### src/rtl/level_flow_fsm_if.sv
// Bundle between the game-flow controller and the rest of the game: frame/start/score/player
// inputs in, flow state and banner/reset controls out.
interface level_flow_fsm_if;
    logic               frame_clk;
    logic               start_key;
    logic [3:0]         score;
    logic signed [15:0] player1_top;
    logic signed [15:0] player1_bottom;
    logic signed [15:0] player1_left;
    logic signed [15:0] player1_right;
    logic signed [15:0] player2_top;
    logic signed [15:0] player2_bottom;
    logic signed [15:0] player2_left;
    logic signed [15:0] player2_right;
    logic               p1_hazard;
    logic               p2_hazard;
    logic [1:0]         game_state;
    logic               freeze;
    logic               banner_on;
    logic               level_reset;
    logic [9:0]         play_seconds;

    modport master (
        output frame_clk, start_key, score,
        output player1_top, player1_bottom, player1_left, player1_right,
        output player2_top, player2_bottom, player2_left, player2_right,
        output p1_hazard, p2_hazard,
        input  game_state, freeze, banner_on, level_reset, play_seconds
    );

    modport slave (
        input  frame_clk, start_key, score,
        input  player1_top, player1_bottom, player1_left, player1_right,
        input  player2_top, player2_bottom, player2_left, player2_right,
        input  p1_hazard, p2_hazard,
        output game_state, freeze, banner_on, level_reset, play_seconds
    );
endinterface

### src/rtl/level_flow_fsm.sv
// Game-flow controller: IDLE/PLAY/WIN/LOSE decisions once per frame tick, banner blink,
// play-time seconds counter and a one-cycle level_reset pulse on every (re)start.
module level_flow_fsm #(
    parameter logic [3:0]         MIN_GEMS     = 4'd2,
    parameter logic [5:0]         DOOR_HOLD    = 6'd30,
    parameter logic [5:0]         BLINK_FRAMES = 6'd15,
    parameter logic [6:0]         FPS          = 7'd60,
    parameter logic signed [15:0] DOOR1_X      = 16'sd560,
    parameter logic signed [15:0] DOOR1_Y      = 16'sd40,
    parameter logic signed [15:0] DOOR2_X      = 16'sd600,
    parameter logic signed [15:0] DOOR2_Y      = 16'sd40,
    parameter logic signed [15:0] DOOR_W       = 16'sd24,
    parameter logic signed [15:0] DOOR_H       = 16'sd32
) (
    input logic              Clk,
    input logic              Reset,
    level_flow_fsm_if.slave  bus
);
    localparam logic [1:0] S_IDLE = 2'd0;
    localparam logic [1:0] S_PLAY = 2'd1;
    localparam logic [1:0] S_WIN  = 2'd2;
    localparam logic [1:0] S_LOSE = 2'd3;

    localparam logic [9:0]         SEC_MAX = 10'd999;
    localparam logic signed [15:0] D1_XR   = DOOR1_X + DOOR_W;
    localparam logic signed [15:0] D1_YB   = DOOR1_Y + DOOR_H;
    localparam logic signed [15:0] D2_XR   = DOOR2_X + DOOR_W;
    localparam logic signed [15:0] D2_YB   = DOOR2_Y + DOOR_H;

    logic       r_fc_s1, r_fc_s2, r_fc_d, r_tick;
    logic       r_sk_s, r_sk_d;
    logic [1:0] r_state;
    logic       r_freeze, r_banner, r_level_reset;
    logic [9:0] r_sec;
    logic [6:0] r_frame;
    logic [5:0] r_hold;
    logic [5:0] r_blink;

    logic w_start, w_in_door1, w_in_door2, w_door_ok;

    // Strict overlap: touching a door edge does not count as standing in it.
    assign w_in_door1 = (bus.player1_right > DOOR1_X) && (bus.player1_left < D1_XR) &&
                        (bus.player1_bottom > DOOR1_Y) && (bus.player1_top < D1_YB);
    assign w_in_door2 = (bus.player2_right > DOOR2_X) && (bus.player2_left < D2_XR) &&
                        (bus.player2_bottom > DOOR2_Y) && (bus.player2_top < D2_YB);
    assign w_door_ok  = w_in_door1 && w_in_door2 && (bus.score >= MIN_GEMS);
    assign w_start    = r_sk_s & ~r_sk_d;

    always_ff @(posedge Clk or negedge Reset) begin
        if (!Reset) begin
            r_fc_s1 <= 1'b0;
            r_fc_s2 <= 1'b0;
            r_fc_d  <= 1'b0;
            r_tick  <= 1'b0;
            r_sk_s  <= 1'b0;
            r_sk_d  <= 1'b0;
        end else begin
            r_fc_s1 <= bus.frame_clk;
            r_fc_s2 <= r_fc_s1;
            r_fc_d  <= r_fc_s2;
            r_tick  <= r_fc_s2 & ~r_fc_d;
            r_sk_s  <= bus.start_key;
            r_sk_d  <= r_sk_s;
        end
    end

    always_ff @(posedge Clk or negedge Reset) begin
        if (!Reset) begin
            r_state       <= S_IDLE;
            r_freeze      <= 1'b1;
            r_banner      <= 1'b0;
            r_level_reset <= 1'b0;
            r_sec         <= '0;
            r_frame       <= '0;
            r_hold        <= '0;
            r_blink       <= '0;
        end else begin
            r_level_reset <= 1'b0;
            case (r_state)
                S_PLAY: begin
                    if (r_tick) begin
                        if (r_frame == FPS - 7'd1) begin
                            r_frame <= '0;
                            if (r_sec != SEC_MAX) r_sec <= r_sec + 10'd1;
                        end else begin
                            r_frame <= r_frame + 7'd1;
                        end
                        // Death outranks a win decided on the same frame.
                        if (bus.p1_hazard || bus.p2_hazard) begin
                            r_state  <= S_LOSE;
                            r_freeze <= 1'b1;
                            r_banner <= 1'b1;
                            r_blink  <= '0;
                        end else if (w_door_ok) begin
                            r_hold <= r_hold + 6'd1;
                            if (r_hold == DOOR_HOLD - 6'd1) begin
                                r_state  <= S_WIN;
                                r_freeze <= 1'b1;
                                r_banner <= 1'b1;
                                r_blink  <= '0;
                            end
                        end else begin
                            r_hold <= '0;
                        end
                    end
                end
                default: begin
                    if (w_start) begin
                        r_state       <= S_PLAY;
                        r_freeze      <= 1'b0;
                        r_banner      <= 1'b0;
                        r_level_reset <= 1'b1;
                        r_sec         <= '0;
                        r_frame       <= '0;
                        r_hold        <= '0;
                        r_blink       <= '0;
                    end else if (r_tick && (r_state != S_IDLE)) begin
                        if (r_blink == BLINK_FRAMES - 6'd1) begin
                            r_blink  <= '0;
                            r_banner <= ~r_banner;
                        end else begin
                            r_blink <= r_blink + 6'd1;
                        end
                    end
                end
            endcase
        end
    end

    assign bus.game_state   = r_state;
    assign bus.freeze       = r_freeze;
    assign bus.banner_on    = r_banner;
    assign bus.level_reset  = r_level_reset;
    assign bus.play_seconds = r_sec;
endmodule

### src/flat_wrapper.sv
// flat-port wrapper written by rule: the top's interface ports become plain ports
module level_flow_fsm_flat 
#(
    parameter logic [3:0]         MIN_GEMS     = 4'd2,
    parameter logic [5:0]         DOOR_HOLD    = 6'd30,
    parameter logic [5:0]         BLINK_FRAMES = 6'd15,
    parameter logic [6:0]         FPS          = 7'd60,
    parameter logic signed [15:0] DOOR1_X      = 16'sd560,
    parameter logic signed [15:0] DOOR1_Y      = 16'sd40,
    parameter logic signed [15:0] DOOR2_X      = 16'sd600,
    parameter logic signed [15:0] DOOR2_Y      = 16'sd40,
    parameter logic signed [15:0] DOOR_W       = 16'sd24,
    parameter logic signed [15:0] DOOR_H       = 16'sd32
)
  (Clk, Reset, bus_frame_clk, bus_start_key, bus_score, bus_player1_top, bus_player1_bottom, bus_player1_left, bus_player1_right, bus_player2_top, bus_player2_bottom, bus_player2_left, bus_player2_right, bus_p1_hazard, bus_p2_hazard, bus_game_state, bus_freeze, bus_banner_on, bus_level_reset, bus_play_seconds);
  level_flow_fsm_if bus_i ();
  input logic Clk;
  input logic Reset;
  input wire logic [$bits(bus_i.frame_clk)-1:0] bus_frame_clk;
  input wire logic [$bits(bus_i.start_key)-1:0] bus_start_key;
  input wire logic [$bits(bus_i.score)-1:0] bus_score;
  input wire logic [$bits(bus_i.player1_top)-1:0] bus_player1_top;
  input wire logic [$bits(bus_i.player1_bottom)-1:0] bus_player1_bottom;
  input wire logic [$bits(bus_i.player1_left)-1:0] bus_player1_left;
  input wire logic [$bits(bus_i.player1_right)-1:0] bus_player1_right;
  input wire logic [$bits(bus_i.player2_top)-1:0] bus_player2_top;
  input wire logic [$bits(bus_i.player2_bottom)-1:0] bus_player2_bottom;
  input wire logic [$bits(bus_i.player2_left)-1:0] bus_player2_left;
  input wire logic [$bits(bus_i.player2_right)-1:0] bus_player2_right;
  input wire logic [$bits(bus_i.p1_hazard)-1:0] bus_p1_hazard;
  input wire logic [$bits(bus_i.p2_hazard)-1:0] bus_p2_hazard;
  output wire logic [$bits(bus_i.game_state)-1:0] bus_game_state;
  output wire logic [$bits(bus_i.freeze)-1:0] bus_freeze;
  output wire logic [$bits(bus_i.banner_on)-1:0] bus_banner_on;
  output wire logic [$bits(bus_i.level_reset)-1:0] bus_level_reset;
  output wire logic [$bits(bus_i.play_seconds)-1:0] bus_play_seconds;
  assign bus_i.frame_clk = bus_frame_clk;
  assign bus_i.start_key = bus_start_key;
  assign bus_i.score = bus_score;
  assign bus_i.player1_top = bus_player1_top;
  assign bus_i.player1_bottom = bus_player1_bottom;
  assign bus_i.player1_left = bus_player1_left;
  assign bus_i.player1_right = bus_player1_right;
  assign bus_i.player2_top = bus_player2_top;
  assign bus_i.player2_bottom = bus_player2_bottom;
  assign bus_i.player2_left = bus_player2_left;
  assign bus_i.player2_right = bus_player2_right;
  assign bus_i.p1_hazard = bus_p1_hazard;
  assign bus_i.p2_hazard = bus_p2_hazard;
  assign bus_game_state = bus_i.game_state;
  assign bus_freeze = bus_i.freeze;
  assign bus_banner_on = bus_i.banner_on;
  assign bus_level_reset = bus_i.level_reset;
  assign bus_play_seconds = bus_i.play_seconds;
  level_flow_fsm #(.MIN_GEMS(MIN_GEMS), .DOOR_HOLD(DOOR_HOLD), .BLINK_FRAMES(BLINK_FRAMES), .FPS(FPS), .DOOR1_X(DOOR1_X), .DOOR1_Y(DOOR1_Y), .DOOR2_X(DOOR2_X), .DOOR2_Y(DOOR2_Y), .DOOR_W(DOOR_W), .DOOR_H(DOOR_H)) u_core (.Clk(Clk), .Reset(Reset), .bus(bus_i));
endmodule
### config.mk
export PLATFORM = sky130hd
export DESIGN_NAME = level_flow_fsm_flat
export DESIGN_NICKNAME = d
export VERILOG_FILES = /design/src/rtl/level_flow_fsm_if.sv /design/src/rtl/level_flow_fsm.sv /design/src/flat_wrapper.sv
export SDC_FILE = /design/constraint.sdc
export NUM_CORES = 1
export LEC_CHECK = 0
export ABC_AREA = 1
export BUFFER_PORTS_ARGS = -buffer_cell sky130_fd_sc_hd__buf_2
export CORE_ASPECT_RATIO = 2
export CORE_MARGIN = 2
export CORE_UTILIZATION = 26
export CTS_BUF_LIST = sky130_fd_sc_hd__clkbuf_8
export CTS_CLUSTER_SIZE = 10
export DETAILED_ROUTE_END_ITERATION = 10
export PLACE_DENSITY = 0.49
export SLEW_MARGIN = 5
export SYNTH_ARGS = -nofsm -noshare
export SYNTH_HDL_FRONTEND = slang
export SYNTH_SLANG_ARGS = --single-unit
### constraint.sdc
create_clock -name Clk -period 4.57 [get_ports Clk]
set_clock_uncertainty 0.1 [all_clocks]
set_input_delay 0.6855 -clock Clk [delete_from_list [all_inputs] [get_ports Clk]]
set_output_delay 0.6855 -clock Clk [all_outputs]
set_load 0.02 [all_outputs]
==> results of run 1 <==
-- through the flow --
step / instances / util / instance area [sq um] / hold WS (ps) / worst slack, ps
after floorplan: 365 / - / 2592 / 231.2 / 2600
after global placement: 633 / 0.3538 / 3432 / 236.7 / 2122
after detailed placement: 633 / 0.3538 / 3432 / 242.8 / 2097
after CTS: 641 / 0.3669 / 3558 / 260.7 / 2426
after global routing: 641 / 0.3669 / 3558 / 275.4 / 2235
final: 641 / 0.3669 / 3558 / 257.6 / 2471
-- where the power goes --
part | switching (uW) | internal (uW) | total (uW)
sequential | 44.7 | 404 | 449
clock | 126 | 193 | 319
combinational | 245 | 139 | 384
-- layout make-up --
cell class	instances	share of cell area
multi-input cells	273	0.3882
flip-flops and latches	40	0.2816
repair buffers	138	0.1941
inverters	50	0.05415
well taps	132	0.04641
clock buffers	7	0.02707
clock inverters	1	0.008439
-- sequential cells by signal, indices dropped and copies added, names as in the netlist --
register and cells:
u_core.r_fc_s2 1, u_core.r_blink 6, u_core.bus.play_seconds 10, u_core.r_hold 6
u_core.r_frame 7, u_core.r_fc_d 1, u_core.bus.freeze 1, u_core.r_fc_s1 1
u_core.r_tick 1, u_core.r_sk_s 1, u_core.bus.banner_on 1, u_core.bus.level_reset 1
u_core.bus.game_state 2, u_core.r_sk_d 1
-- Yosys cell counts --
library cell and instances:
a21oi_1 10, a31o_2 1, a31oi_1 1, and3_1 3
buf_2 1, buf_6 1, clkinv_4 1, dfrtp_1 39
dfstp_2 1, ha_1 6, inv_1 48, inv_2 1
nand2_1 98, nand2_2 8, nand2_4 3, nand3_1 16
nand3_2 2, nand3b_1 2, nand4_1 7, nor2_1 51
nor2_2 2, nor2_4 2, nor3_1 19, nor3_2 1
nor3_4 1, nor3b_1 2, nor4_1 1, o21ai_0 15
o21ai_1 4, o21ai_2 6, or2_0 2, or2_1 1
or2_2 1, xnor2_1 2, xor2_1 6
-- kinds of logic after synthesis --
| kind of cell | Yosys count | synth area share |
|---|---|---|
| buffers and inverters | 52 | 0.08059 |
| AND/OR/NAND/NOR | 222 | 0.3948 |
| adder cells (fa/ha/maj) | 6 | 0.02896 |
| AO/OA/AOI/OAI | 37 | 0.08205 |
| XOR/XNOR | 8 | 0.02703 |
| flip-flops | 40 | 0.3866 |
-- per-layer routing --
metal / GRT usage / wire [um]
met5: 0 / 0
met4: 0.05268 / 147
met3: 0.01944 / 263
met2: 0.2504 / 3732
met1: 0.1414 / 2470
-- worst max-delay path, delay by kind of cell --
kind	cells	cell delay (ps)
buffers and inverters	1	100
and+or+nand+nor	11	1330
AOI/OAI and AO/OA	1	60
-- worst max-delay path by stage --
stage	from	endpoint	slack (ps)	cells after the start
after global routing	bus_player2_top[11]	u_core.r_blink[0]	2240	13
after global placement	bus_player2_top[12]	u_core.r_blink[5]	2120	13
after floorplan	bus_player2_left[14]	u_core.r_blink[1]	2600	12
final	bus_player2_top[11]	u_core.r_blink[0]	2470	13
after detailed placement	bus_player2_top[12]	u_core.r_blink[0]	2100	13
after CTS	bus_player2_top[12]	u_core.r_blink[0]	2430	13
==> metrics.cfg, run 1 <==
[run_status]
status=finished, final reports clean

[synthesis]
synth_area_leaders=dfrtp_1 (38%), nand2_1 (14%), nor2_1 (7.4%), inv_1 (6.9%), nor3_1 (3.7%)
postSynthCellCount=365
synth.largest_area_cell=dfrtp_1
yosys_warnings=0
syn_area_per_cell_sq_um=7.103
ys_ff_latch=40
yosys.cell_types.count=35
yosysSeqAreaShare=0.3866
synthesis.area_sq_mm=0.002592
netlist.area_leader.share=0.3764
synth_nets=509

[global_route]
antenna_found_initial=0
grt_pass1_vias=2705
grt-ovfl-total=0
grt_usage=0.1338
grt_max_degree=41
grt_pass1_wl_um=11640

[cells_and_area]
ff_latch_area_sq_mm=0.001002
layout-drive-gt1-share=0.3458
final_common_cell=buf_2
mostFrequentLayoutCells=buf_2 (138), nand2_1 (98), nor2_1 (51), inv_1 (48), dfrtp_1 (39)
num-fill-cells=1071
nets=652
antennaDiodeCount=0
multiInputGateArea_sq_mm=0.001381
area_delta_synth_final_pct=37.26

[floorplan]
core-area_sq_mm=0.009699
initial_core_util=0.2673
io-pin-count=153
die-height_um=145.2
dieWidth_um=74.61
row_count=51
die-area_sq_mm=0.01083

[cts]
numCtsBuffers=5
ctsHoldBuffers=0
clk_path_buf_depth=2
cts_root_buffer=clkbuf_8
postCtsSetupRepairBufs=0
tritoncts=yes
h-tree-depth=2
clk-insertion-delay-late_ps=300
cts_sinks=40
clk_pin_slew_ps=80
cts_resized=0

[sta]
maxSlewHeadroom=0.3930
rsz0062_at_grt=false
worst_pin_slew_ps=910.5
finalSetupViolCount=0
drv_slew=0
post-route-period-util=0.4592
timing.fmax_ghz=0.4765
tns_ps=0
hold_viol_final=0
fin_crit_ps=2099

[drt]
wirelength_um=6613
drc=0
drt_iter0_drc=62
routed_via_density=4.198
firstDrtPassIters=4
vias=2691
ant_nets=0
post_drt_wl_per_cell_um=10.32

[critical_path]
path_max_fanout=12
r2r_slack_ps=2640
crit_arrival_ps=2180
end_kind=flip-flop
criticalPathCategory=input pin to flip-flop
cp-start-kind=input pin
worstReg2RegEnd=u_core.r_blink[0]
worstReg2RegStart=u_core.bus.game_state[1]
worst-r2r-cell-count=9
cp_slowest_stage_delay_ps=290
crit_required_ps=4660
crit_chain=buf_2 -> nor2_1 -> nand2_1 -> nor2_1 -> nand2_1 -> nand2_1 -> nand2_1 -> nor2_1 -> nand3_2 -> nand2_2 -> nand3_2 -> nand2_1 -> o21ai_2
cpMaxStageDelayCell=nand3_2
cp_common_cell=nand2_1

[placement]
gp_congestion=0.8351
portBuffers=138
place_hpwl_um=5600

[power_and_ir_drop]
ir_worst_vdd_v=0.0001443
power.density_mw_per_mm2=323.8
power_uw=1152
leakage_uw=0.001898

[worst_hold_path]
hold_depth=0
hold_path_class=flip-flop to flip-flop
hold_start=u_core.r_fc_s1
hold_end=u_core.r_fc_s2

[job]
cap_violations=0

Power figures use the tool's default switching activity.
==> run 2: changes to the inputs <==
Settings changed: PLACE_DENSITY 0.49 to 0.51.
Clock period 4.57 ns to 1.8 ns, I/O delays scaled along.
==> run 2 against run 1 <==
Against the previous run:
- total power increased to 2.7 times the previous value
- critical path type is now flip-flop to flip-flop
- critical path depth decreased by 1
- largest power group is now combinational cells
- final cell count increased by 4.4%
- wire length increased by 6.5%
==> metrics.cfg, run 2 (synthesized netlist as in run 1, its figures left out) <==
[cells_and_area]
nets=680  ; +4.3%
fin_cells=669  ; +4.4%
area_delta_synth_final_pct=48.17
fin_area_sq_mm=0.003841  ; +7.9%
final_common_cell=buf_2
mostFrequentLayoutCells=buf_2 (138), nand2_1 (92), nor2_1 (49), inv_1 (46), dfrtp_1 (39)
layout-drive-gt1-share=0.4078  ; +0.06205
fin_util=0.3960  ; +0.02915
antennaDiodeCount=0  ; unchanged
largest_reg_flops=10  ; unchanged

[drt]
routed_via_density=4.260  ; +1.5%
firstDrtPassIters=5  ; +1
vias=2850  ; +5.9%
post_drt_wl_per_cell_um=10.53  ; +2.0%
drt_iter0_drc=51  ; -18%
drc=0  ; unchanged
ant_nets=0  ; unchanged
wirelength_um=7042  ; +6.5%

[power_and_ir_drop]
comb_power_share=0.416  ; +0.082
ir_worst_vdd_v=0.0003431  ; +140%
p_sw_uw=1163  ; +180%
power.internal_uw=1896  ; +160%
power.density_mw_per_mm2=796.2  ; +150%
p_seq_frac=0.374  ; -0.016
leakage_uw=0.002039  ; +7.5%
clkPwrFrac=0.210  ; -0.067
p_sw_frac=0.3802  ; +0.01920

[sta]
finalSetupViolCount=0  ; unchanged
fin_crit_ps=1791
finalWorstSetupSlack_ps=8.797  ; -2463 ps
timing.fmax_ghz=0.5583
tns_ps=0  ; unchanged
worst_pin_slew_ps=445.0  ; -465.5 ps
maxSlewHeadroom=0.7033  ; +0.3103
rsz0062_at_grt=true
post-route-period-util=0.9951
drv_slew=0  ; unchanged
hold_viol_final=0  ; unchanged

[cts]
h-tree-depth=2  ; unchanged
clk-insertion-delay-late_ps=300  ; about the same
tritoncts=yes
clk_pin_slew_ps=80  ; about the same
cts_root_buffer=clkbuf_8
numCtsBuffers=5  ; unchanged
cts_sinks=40  ; unchanged
clk_path_buf_depth=2  ; unchanged

[critical_path]
crit_family=simple AND/OR/NAND/NOR gates
cp_common_cell=nand2_2
crit_arrival_ps=1880  ; -300 ps
cpMaxStageDelayCell=dfrtp_1
crit_chain=ha_4 -> nand2_2 -> inv_2 -> nand2_2 -> nand2_2 -> nand2_2 -> clkinv_4 -> nand2_8 -> nor3_4 -> nand2_2 -> o21ai_2 -> a21oi_1
path_max_fanout=5  ; -7
criticalPathCategory=flip-flop to flip-flop
end_kind=flip-flop
cp_slowest_stage_delay_ps=400  ; +110 ps
cp_num_buf_inv=2  ; +1
cp-start-kind=flip-flop
crit_required_ps=1890  ; -2770 ps

[global_route]
grt_max_degree=25  ; -39%
grt_pass1_vias=2809  ; +3.8%
grt-ovfl-total=0  ; unchanged
grt_usage=0.1365  ; +0.002656
antenna_found_initial=0  ; unchanged
grt_pass1_wl_um=11940  ; +2.6%

[placement]
dp.cells=649  ; +2.5%
gp_congestion=0.8639  ; +3.4%
portBuffers=138  ; unchanged
place_hpwl_um=5871  ; +4.8%
pre_cts_ws_ps=-11.39  ; -2108 ps
dpl-instance-area_sq_mm=0.003577  ; +4.2%

[floorplan]
die-area_sq_mm=0.01083  ; unchanged
dieWidth_um=74.61  ; unchanged
core-area_sq_mm=0.009699  ; unchanged
die-height_um=145.2  ; unchanged
row_count=51  ; unchanged
initial_core_util=0.2673  ; unchanged
io-pin-count=153  ; unchanged

[run_status]
status=finished, final reports clean

[worst_hold_path]
hold_path_class=flip-flop to flip-flop

[job]
cap_violations=0  ; unchanged

==> run 2: changes by cell type in the layout (fill, tap and decap cells not counted), sizes merged <==
cell,previous run,this run
dlygate4sd3,0,3
clkbuf,7,6
bufinv,1,0
clkinv,1,3
buf,138,163
==> run 2: worst paths after layout <==
check	from	end	slack [ps]	cells after the start
min in group asynchronous	Reset	u_core.r_blink[2]	340	2
max in group asynchronous	Reset	u_core.bus.freeze	700	3
worst max register to register	u_core.r_frame[1]	u_core.bus.play_seconds[4]	9	12
worst min-delay path	u_core.r_fc_s1	u_core.r_fc_s2	250	0
worst max-delay path	u_core.r_frame[1]	u_core.bus.play_seconds[4]	9	12
worst min register to register	u_core.r_fc_s1	u_core.r_fc_s2	250	0
==> run 2: routing by layer <==
metal	share of wire	up-vias	global-route usage
li1	-	1498	-
met1	0.38	1254	0.1429
met2	0.55	87	0.2518
met3	0.048	11	0.02292
met4	0.022	0	0.05982
met5	0	-	0
==> run 2: metrics by stage <==
step | hold WS, ps | total power (uW)
floorplan | -125.6 | 1814
global placement | 141.4 | 2302
detailed placement | 136.4 | 2328
CTS | 257.5 | 2984
global route | 261.4 | 3285
finish | 254.9 | 3058
==> run 2: power by group through the flow <==
stage	registers [uW]	logic [uW]	clock network [uW]
floorplan	1220	593	0
global placement	1150	1150	0
detailed placement	1160	1170	0
CTS	1140	1180	665
global route	1170	1430	693
finish	1140	1270	641
==> run 2: final cells by class <==
type                            instances  area [sq um]
Fill cell                            1063          5858
Multi-Input combinational cell        273          1453
Sequential cell                        40          1002
Timing Repair Buffer                  166         933.4
Inverter                               50         195.2
Tap cell                              132         165.2
Clock buffer                            6         82.58
Clock inverter                          2         10.01
==> run 2: worst register-to-register path, cell delays in order, from the launching register on <==
cell      delay [ps]
dfrtp_1          400
ha_4             170
nand2_2           60
inv_2             70
nand2_2           60
nand2_2           70
nand2_2           60
clkinv_4          60
nand2_8           50
nor3_4           280
nand2_2          100
o21ai_2          140
a21oi_1           50
==> run 2: timing repair <==
item,in CTS,in global routing
hold buffers,3,0
gates resized for setup,0,22
hold endpoints to repair,18,0
setup endpoints to repair,0,15
buffers inserted,0,9
==> run 3: changes to the inputs <==
==> constraint.sdc (replaced) <==
create_clock -name Clk -period 1.8 [get_ports Clk]
set_clock_uncertainty 0.1 [all_clocks]
set_input_delay 0.18 -clock Clk [delete_from_list [all_inputs] [get_ports Clk]]
set_output_delay 0.18 -clock Clk [all_outputs]
set_load 0.02 [all_outputs]
==> run 3 against run 2 <==
Against the previous run:
- combinational power is 5% lower
- sequential cell count did not move
- via count down 0.25%
- sequential power about the same
- critical path depth decreased by 3
- largest power group unchanged
==> metrics.cfg, run 3 (synthesized netlist as in run 1, its figures left out) <==
[sta]
drv_slew=0  ; unchanged
fin_crit_ps=1761  ; -30.39 ps
rsz0062_at_grt=true
timing.fmax_ghz=0.5679  ; +1.7%
hold_viol_final=0  ; unchanged
finalWorstSetupSlack_ps=39.19  ; +30.39 ps
tns_ps=0  ; unchanged
finalSetupViolCount=0  ; unchanged
post-route-period-util=0.9782  ; -0.01688
maxSlewHeadroom=0.8176  ; +0.1143
worst_pin_slew_ps=270.7  ; -174.3 ps

[placement]
place_hpwl_um=5768  ; -1.7%
pre_cts_ws_ps=35.18  ; +46.57 ps
gp_congestion=0.8678  ; +0.45%
dpl-instance-area_sq_mm=0.003555  ; -0.63%
portBuffers=138  ; unchanged

[cells_and_area]
largest_reg_flops=10  ; unchanged
fin_util=0.3905  ; -0.005547
antennaDiodeCount=0  ; unchanged
num-fill-cells=1057  ; -0.56%
area_delta_synth_final_pct=46.09
layout-drive-gt1-share=0.3891  ; -0.01872
fin_area_sq_mm=0.003787  ; -1.4%
mostFrequentLayoutCells=buf_2 (138), nand2_1 (94), nor2_1 (50), inv_1 (47), dfrtp_1 (38)
nets=675  ; -0.74%
final_common_cell=buf_2

[floorplan]
die-area_sq_mm=0.01083  ; unchanged
row_count=51  ; unchanged
initial_core_util=0.2673  ; unchanged
die-height_um=145.2  ; unchanged
core-area_sq_mm=0.009699  ; unchanged
io-pin-count=153  ; unchanged
dieWidth_um=74.61  ; unchanged

[power_and_ir_drop]
comb_power_share=0.392  ; -0.024
clkPwrFrac=0.238  ; +0.028
power.internal_uw=1959  ; +3.4%
p_seq_frac=0.370  ; -0.004
power.density_mw_per_mm2=817.5  ; +2.7%
p_sw_uw=1137  ; -2.2%
ir_worst_vdd_v=0.0003144  ; -8.4%
p_sw_frac=0.3672  ; -0.01302
leakage_uw=0.002016  ; -1.1%

[critical_path]
crit_required_ps=1930  ; +40 ps
end_kind=flip-flop
crit_arrival_ps=1900  ; +20 ps
cp-start-kind=flip-flop
r2r_slack_ps=40  ; +30 ps
criticalPathCategory=flip-flop to flip-flop
path_max_fanout=4  ; -1

[cts]
numCtsBuffers=5  ; unchanged
cts_root_buffer=clkbuf_8
clk_path_buf_depth=2  ; unchanged
h-tree-depth=2  ; unchanged
clk-insertion-delay-late_ps=300  ; about the same
clk_pin_slew_ps=80  ; about the same
tritoncts=yes
cts_sinks=40  ; unchanged

[global_route]
grt-ovfl-total=0  ; unchanged
grt_max_degree=41  ; +64%
grt_pass1_wl_um=11890  ; -0.41%
antenna_found_initial=0  ; unchanged
grt_usage=0.1360  ; -0.0004665
grt_pass1_vias=2929  ; +4.3%

[job]
cap_violations=0  ; unchanged

[worst_hold_path]
hold_path_class=input pin to flip-flop

[drt]
drt_iter0_drc=94  ; +84%
vias=2843  ; -0.25%
routed_via_density=4.282  ; +0.51%
post_drt_wl_per_cell_um=10.44  ; -0.79%
firstDrtPassIters=4  ; -1
drc=0  ; unchanged
wirelength_um=6934  ; -1.5%
ant_nets=0  ; unchanged

[run_status]
status=finished, final reports clean

-- run 3: cell types whose count changed in the layout (fill, tap and decap cells not counted), sizes merged --
cell    change
clkinv      -1
buf         -5
clkbuf      -1
bufinv      +1
inv         +1
-- run 3: final cells by class --
class	instances	area, sq um	area share
Sequential cell	40	1003	0.2649
Multi-Input combinational cell	273	1420	0.3750
Inverter	50	195.2	0.05154
Timing Repair Buffer	161	895.9	0.2365
Clock inverter	3	38.79	0.01024
Clock buffer	5	68.82	0.01817
Tap cell	132	165.2	0.04361
-- run 3: per-layer routing --
layer | vias up | wire (um) | track usage
li1 | 1489 | - | -
met1 | 1248 | 2568 | 0.1383
met2 | 92 | 3864 | 0.2527
met3 | 14 | 307 | 0.02153
met4 | 0 | 194 | 0.06607
met5 | - | 0 | 0
-- run 3: stage by stage --
stage,total power [uW],std cells,hold WS [ps]
2_1_floorplan,1814,365,-215.6
3_3_place_gp,2293,646,72.15
3_5_place_dp,2316,646,70.55
4_1_cts,3068,657,232.3
5_1_grt,3306,664,267.0
6_report,3096,664,242.3
-- run 3: path summary, 6_finish.rpt --
path | to | cells past startpoint | from
max | u_core.bus.play_seconds[6] | 9 | u_core.bus.play_seconds[0]
min | u_core.bus.game_state[0] | 5 | bus_p1_hazard
max reg2reg | u_core.bus.play_seconds[6] | 9 | u_core.bus.play_seconds[0]
min reg2reg | u_core.r_fc_s2 | 0 | u_core.r_fc_s1
max in group asynchronous | u_core.bus.freeze | 3 | Reset
min in group asynchronous | u_core.r_blink[2] | 3 | Reset
-- run 3: critical path, cell delays in order, from the launching register on --
cell,delay (ps)
dfrtp_1,400
ha_1,240
inv_2,80
nor3_1,50
nand3_1,140
nand2_4,90
nor3_4,240
buf_4,160
nand4_1,60
a21oi_1,140
-- run 3: power by group through the flow --
stage	logic, uW	clock network, uW	registers (uW)
after global placement	1140	0	1150
after CTS	1170	762	1140
after global routing	1360	783	1170
after floorplan	593	0	1220
final	1210	738	1140
after detailed placement	1160	0	1160
-- run 3: what timing repair did --
item	in CTS	in global routing
hold buffers	3	0
endpoints found under the hold margin	42	0
resized for setup	0	14
buffers inserted	0	7
setup endpoints to repair	0	12
